`src/rtl/alu_pkg.sv`:
```
// Shared opcode and state encodings for the ALU logic units.
// Imported by the serial unit and the per-bit logic cell.
package alu_pkg;

  localparam logic [1:0] OP_AND  = 2'b00;
  localparam logic [1:0] OP_OR   = 2'b01;
  localparam logic [1:0] OP_XOR  = 2'b10;
  localparam logic [1:0] OP_XNOR = 2'b11;

  typedef enum logic [1:0] {
    S_IDLE  = 2'b00,
    S_SHIFT = 2'b01,
    S_HOLD  = 2'b10
  } state_t;

endpackage

```
`src/rtl/alu_bit_logic.sv`:
```
// One-bit logic cell: y = op(a, b).
// Purely combinational so parallel units can reuse it per lane.
module alu_bit_logic
  import alu_pkg::*;
(
  input  logic [1:0] op,
  input  logic       a,
  input  logic       b,
  output logic       y
);

  // Decode the opcode into the selected bitwise function
  always_comb begin
    y = 1'b0;
    unique case (op)
      OP_AND:  y = a & b;
      OP_OR:   y = a | b;
      OP_XOR:  y = a ^ b;
      OP_XNOR: y = ~(a ^ b);
      default: y = 1'b0;
    endcase
  end

endmodule

```
`src/rtl/alu_serial_logic_unit.sv`:
```
// Bit-serial logic unit: one result bit per cycle, LSB first,
// result held with zero/parity flags until the consumer takes it.
module alu_serial_logic_unit
  import alu_pkg::*;
#(
  parameter int WIDTH = 4
) (
  input  logic             clk,
  input  logic             rst,
  input  logic             cmd_valid,
  output logic             cmd_ready,
  input  logic [1:0]       cmd_op,
  input  logic [WIDTH-1:0] cmd_a,
  input  logic [WIDTH-1:0] cmd_b,
  output logic             res_valid,
  input  logic             res_ready,
  output logic [WIDTH-1:0] res_data,
  output logic             res_zero,
  output logic             res_parity
);

  localparam int CW = $clog2(WIDTH) + 1;
  localparam logic [CW-1:0] LAST = CW'(WIDTH - 1);

  state_t           state_q, state_d;
  logic [CW-1:0]    cnt_q, cnt_d;
  logic [1:0]       op_q, op_d;
  logic [WIDTH-1:0] a_q, a_d;
  logic [WIDTH-1:0] b_q, b_d;
  logic [WIDTH-1:0] sh_q, sh_d;
  logic             zero_q, zero_d;
  logic             par_q, par_d;
  logic             bit_y;

  // Operands shift right so the current bit is always at index 0
  alu_bit_logic u_bit (
    .op (op_q),
    .a  (a_q[0]),
    .b  (b_q[0]),
    .y  (bit_y)
  );

  // Next-state and datapath update for the IDLE/SHIFT/HOLD sequence
  always_comb begin
    state_d = state_q;
    cnt_d   = cnt_q;
    op_d    = op_q;
    a_d     = a_q;
    b_d     = b_q;
    sh_d    = sh_q;
    zero_d  = zero_q;
    par_d   = par_q;
    unique case (state_q)
      S_IDLE: begin
        if (cmd_valid) begin
          state_d = S_SHIFT;
          op_d    = cmd_op;
          a_d     = cmd_a;
          b_d     = cmd_b;
          cnt_d   = '0;
          sh_d    = '0;
          zero_d  = 1'b1;
          par_d   = 1'b0;
        end
      end
      S_SHIFT: begin
        sh_d   = {bit_y, sh_q[WIDTH-1:1]};
        a_d    = a_q >> 1;
        b_d    = b_q >> 1;
        cnt_d  = cnt_q + CW'(1);
        zero_d = zero_q & ~bit_y;
        par_d  = par_q ^ bit_y;
        if (cnt_q == LAST) begin
          state_d = S_HOLD;
        end
      end
      S_HOLD: begin
        if (res_ready) begin
          state_d = S_IDLE;
        end
      end
      default: state_d = S_IDLE;
    endcase
  end

  // State register; reset wins over any handshake
  always_ff @(posedge clk) begin
    if (rst) begin
      state_q <= S_IDLE;
      cnt_q   <= '0;
      op_q    <= '0;
      a_q     <= '0;
      b_q     <= '0;
      sh_q    <= '0;
      zero_q  <= 1'b0;
      par_q   <= 1'b0;
    end else begin
      state_q <= state_d;
      cnt_q   <= cnt_d;
      op_q    <= op_d;
      a_q     <= a_d;
      b_q     <= b_d;
      sh_q    <= sh_d;
      zero_q  <= zero_d;
      par_q   <= par_d;
    end
  end

  assign cmd_ready  = (state_q == S_IDLE);
  assign res_valid  = (state_q == S_HOLD);
  assign res_data   = res_valid ? sh_q : '0;
  assign res_zero   = res_valid & zero_q;
  assign res_parity = res_valid & par_q;

endmodule

```
`config.mk`:
```
export PLATFORM = sky130hd
export DESIGN_NAME = alu_serial_logic_unit
export DESIGN_NICKNAME = d
export VERILOG_FILES = /design/src/rtl/alu_pkg.sv /design/src/rtl/alu_bit_logic.sv /design/src/rtl/alu_serial_logic_unit.sv
export SDC_FILE = /design/constraint.sdc
export NUM_CORES = 1
export LEC_CHECK = 0
export ABC_AREA = 1
export CAP_MARGIN = 20
export CORE_UTILIZATION = 52
export CTS_CLUSTER_SIZE = 28
export DETAILED_ROUTE_END_ITERATION = 12
export PLACE_DENSITY_LB_ADDON = 0.08
export REMOVE_ABC_BUFFERS = 1
export SYNTH_ARGS = -nofsm -noshare
export SYNTH_HDL_FRONTEND = slang
export SYNTH_SLANG_ARGS = --single-unit
```
`constraint.sdc`:
```
create_clock -name clk -period 1.8 [get_ports clk]
set_clock_uncertainty 0.05 [all_clocks]
set_input_delay 0.18 -clock clk [delete_from_list [all_inputs] [get_ports clk]]
set_output_delay 0.18 -clock clk [all_outputs]
set_load 0.02 [all_outputs]
```
==> metrics.yaml <==
final_layout:
  regArea_sq_um: 420.4
  design_area_sq_um: 1224
  syn_to_final_growth_pct: 23.80
  fin_cells: 180
  diodes: 0
  multiInputGateArea_sq_um: 452.9
  nNetsFinal: 174
  final_util: 0.7011
  layout-drive-gt1-share: 0.1355
  fillers: 162
drt:
  wl_mm: 1.834
  vias: 880
  drt_iter0_drc: 16
  wl_per_cell_microns: 10.19
  via_per_inst: 4.889
  drc_errors: 0
  firstDrtPassIters: 4
  ant_nets: 0
cts:
  cts.sinks: 21
  tritoncts: "built"
  root_buffer: "clkbuf_4"
  ctsHoldBuffers: 0
  clock_path_buffers: 2
  htreeDepth: 1
  cts_setup_buffers: 0
  clk_pin_slew_worst_paths_ns: 0.12
  cts_buffers: 3
  insertion_delay_ns: 0.32
worst_setup_path:
  critPathMaxFanout: 4
  critPathLaunchType: "register"
  critical-path-max-stage-delay_ns: 0.62
  required_ns: 1.57
  reg2reg_from: "b_q[0]"
  reg2reg_to: "par_q"
  cp.arrival_ns: 1.44
  criticalPathCategory: "register to primary output"
  reg2reg_slack_ns: 0.45
  crit_chain: "nor2_2 > clkdlybuf4s50_1"
  slowest_stage: "clkdlybuf4s50_1"
  crit_path_start: "state_q[0]"
  crit_path_end_kind: "primary output"
  r2r_cells: 8
job:
  maxCapViolCount: 0
timing:
  max-slew-margin-rel: 0.7926
  min_period_over_period: 0.9284
  finalMaxSlewViolations: 0
  rsz0062_at_grt: "false"
  holdWs_ns: 0.3520
  tightestPinTransition_ns: 0.3101
  setup_viol: 0
  fin_tns_setup_ns: 0
  worst_slack_ns: 0.1288
  period_needed_ns: 1.671
  hold_viol_final: 0
  max_freq_mhz: 598.4
global_routing:
  grt_pass1_wl_mm: 3.036
  first_global_vias: 762
  grt_usage: 0.2036
  grt_max_degree: 16
  antenna_found_initial: 0
  grt_overflow: 0
placement:
  pre_cts_slack_ns: 0.2520
  place_area_sq_um: 1199
  place_hpwl_mm: 1.379
  port_buffers: 21
  gp_congestion: 0.7287
  place_inst: 176
floorplanning:
  chipWidth_microns: 45.60
  rows: 15
  initial_core_util: 0.5663
  die_h_microns: 45.60
  die-area_sq_um: 2079
  core_area_sq_um: 1745
  top_level_ports: 22
synth:
  ys.warnings.count: 0
  synth_cell_types: 22
  ys_ff_latch: 21
  synth_area_per_cell_sq_um: 7.432
  synth-main-ff-cell: "dfxtp_1"
  synth-seq-area-share: 0.4253
  async_reset_ff_frac: 0
  synthTopCellsByArea: "dfxtp_1 43%, nand2_1 14%, a21oi_1 7.1%"
  yosysMostFrequentCell: "nand2_1"
  synth-edff-count: 0
  synthTopCellsByCount: "36 x nand2_1, 21 x dfxtp_1, 14 x a21oi_1, 14 x inv_1, 11 x nor2_1"
  synth_area_leader_cell: "dfxtp_1"
  netlist_area_sq_um: 988.4
  yosys.area.top_type_share: 0.4253
  synthCells: 133
min_path:
  hp-start: "cmd_a[3]"
  holdPathStages: 3
  hold_end: "a_q[3]"
  hp-class: "input port to register"
power_and_ir_drop:
  power_mw: 0.8762
  power.density_nw_per_um2: 716.1
  vdd.ir_drop.worst_mv: 0.4464
  p_leak_nw: 0.5036
outcome:
  outcome: "completed"
==> cell type report <==
| class | instances | area share |
|---|---|---|
| multi-input cells | 89 | 0.3701 |
| repair buffers | 23 | 0.1800 |
| clock inverters | 1 | 0.006135 |
| inverters | 18 | 0.05624 |
| flip-flops and latches | 21 | 0.3436 |
| well taps | 25 | 0.02556 |
| clock buffers | 3 | 0.01840 |
==> worst max-delay path, delay by kind of cell (launching register included) <==
kind	cells	cell delay [ns]
AND/OR/NAND/NOR	1	0.14
flip-flops	1	0.38
buffers and inverters	1	0.62
==> routing by layer <==
layer / global-route usage / part of all wire
met3: 0.03571 / 0.049
met2: 0.3571 / 0.49
met5: 0 / 0
met1: 0.2389 / 0.44
met4: 0.09091 / 0.011
==> worst max-delay path by stage <==
stage | endpoint | slack (ns) | depth (start not counted)
6_report | cmd_ready | 0.13 | 2
5_1_grt | res_data[3] | 0.05 | 5
4_1_cts | res_valid | 0.05 | 3
3_5_place_dp | res_parity | 0.25 | 5
3_3_place_gp | res_data[2] | 0.31 | 5
2_1_floorplan | res_data[0] | 0.54 | 4
==> repair_timing <==
action	CTS	global route
pin swaps	0	0
resized for setup	6	1
setup endpoints to repair	6	1
==> cells in the final DEF (no fill, tap or decap) <==
master	netlist	layout
inv_1	14	14
a21oi_1	14	14
clkdlybuf4s50_1	0	14
dlygate4sd2_1	0	6
clkbuf_4	0	3
dfxtp_1	21	21
buf_4	0	2
nand2_1	36	36
ha_1	4	4
nor2_1	11	11
nand3_1	3	3
o21a_1	1	1
dlymetal6s2s_1	0	1
nand2_2	6	6
a31oi_2	1	1
clkinv_2	1	1
or2_1	1	1
inv_2	3	3
clkinvlp_4	0	1
or2_0	1	1
a31oi_1	5	5
nor2_2	2	2
o21ai_2	2	2
o21ai_0	2	2
==> registers in the layout (all words and copies together), names as in the netlist <==
| register | cells |
|---|---|
| a_q | 4 |
| sh_q | 4 |
| cnt_q | 3 |
| op_q | 2 |
| par_q | 1 |
| zero_q | 1 |
| b_q | 4 |
| state_q | 2 |
==> where the power goes <==
part / switching (mW) / internal [mW]
Combinational: 0.0738 / 0.0618
Clock: 0.152 / 0.0850
Sequential: 0.0156 / 0.488
==> cells by family (layout without fill, tap and decap cells) <==
group,after synthesis,count (layout),synth area share
adder cells (fa/ha/maj),4,4,0.05063
AO/OA/AOI/OAI,25,25,0.1506
AND/OR/NAND/NOR,60,60,0.2570
flip-flops,21,21,0.4253
buffers and inverters,23,45,0.1164
(Power assumes the default switching activity.)
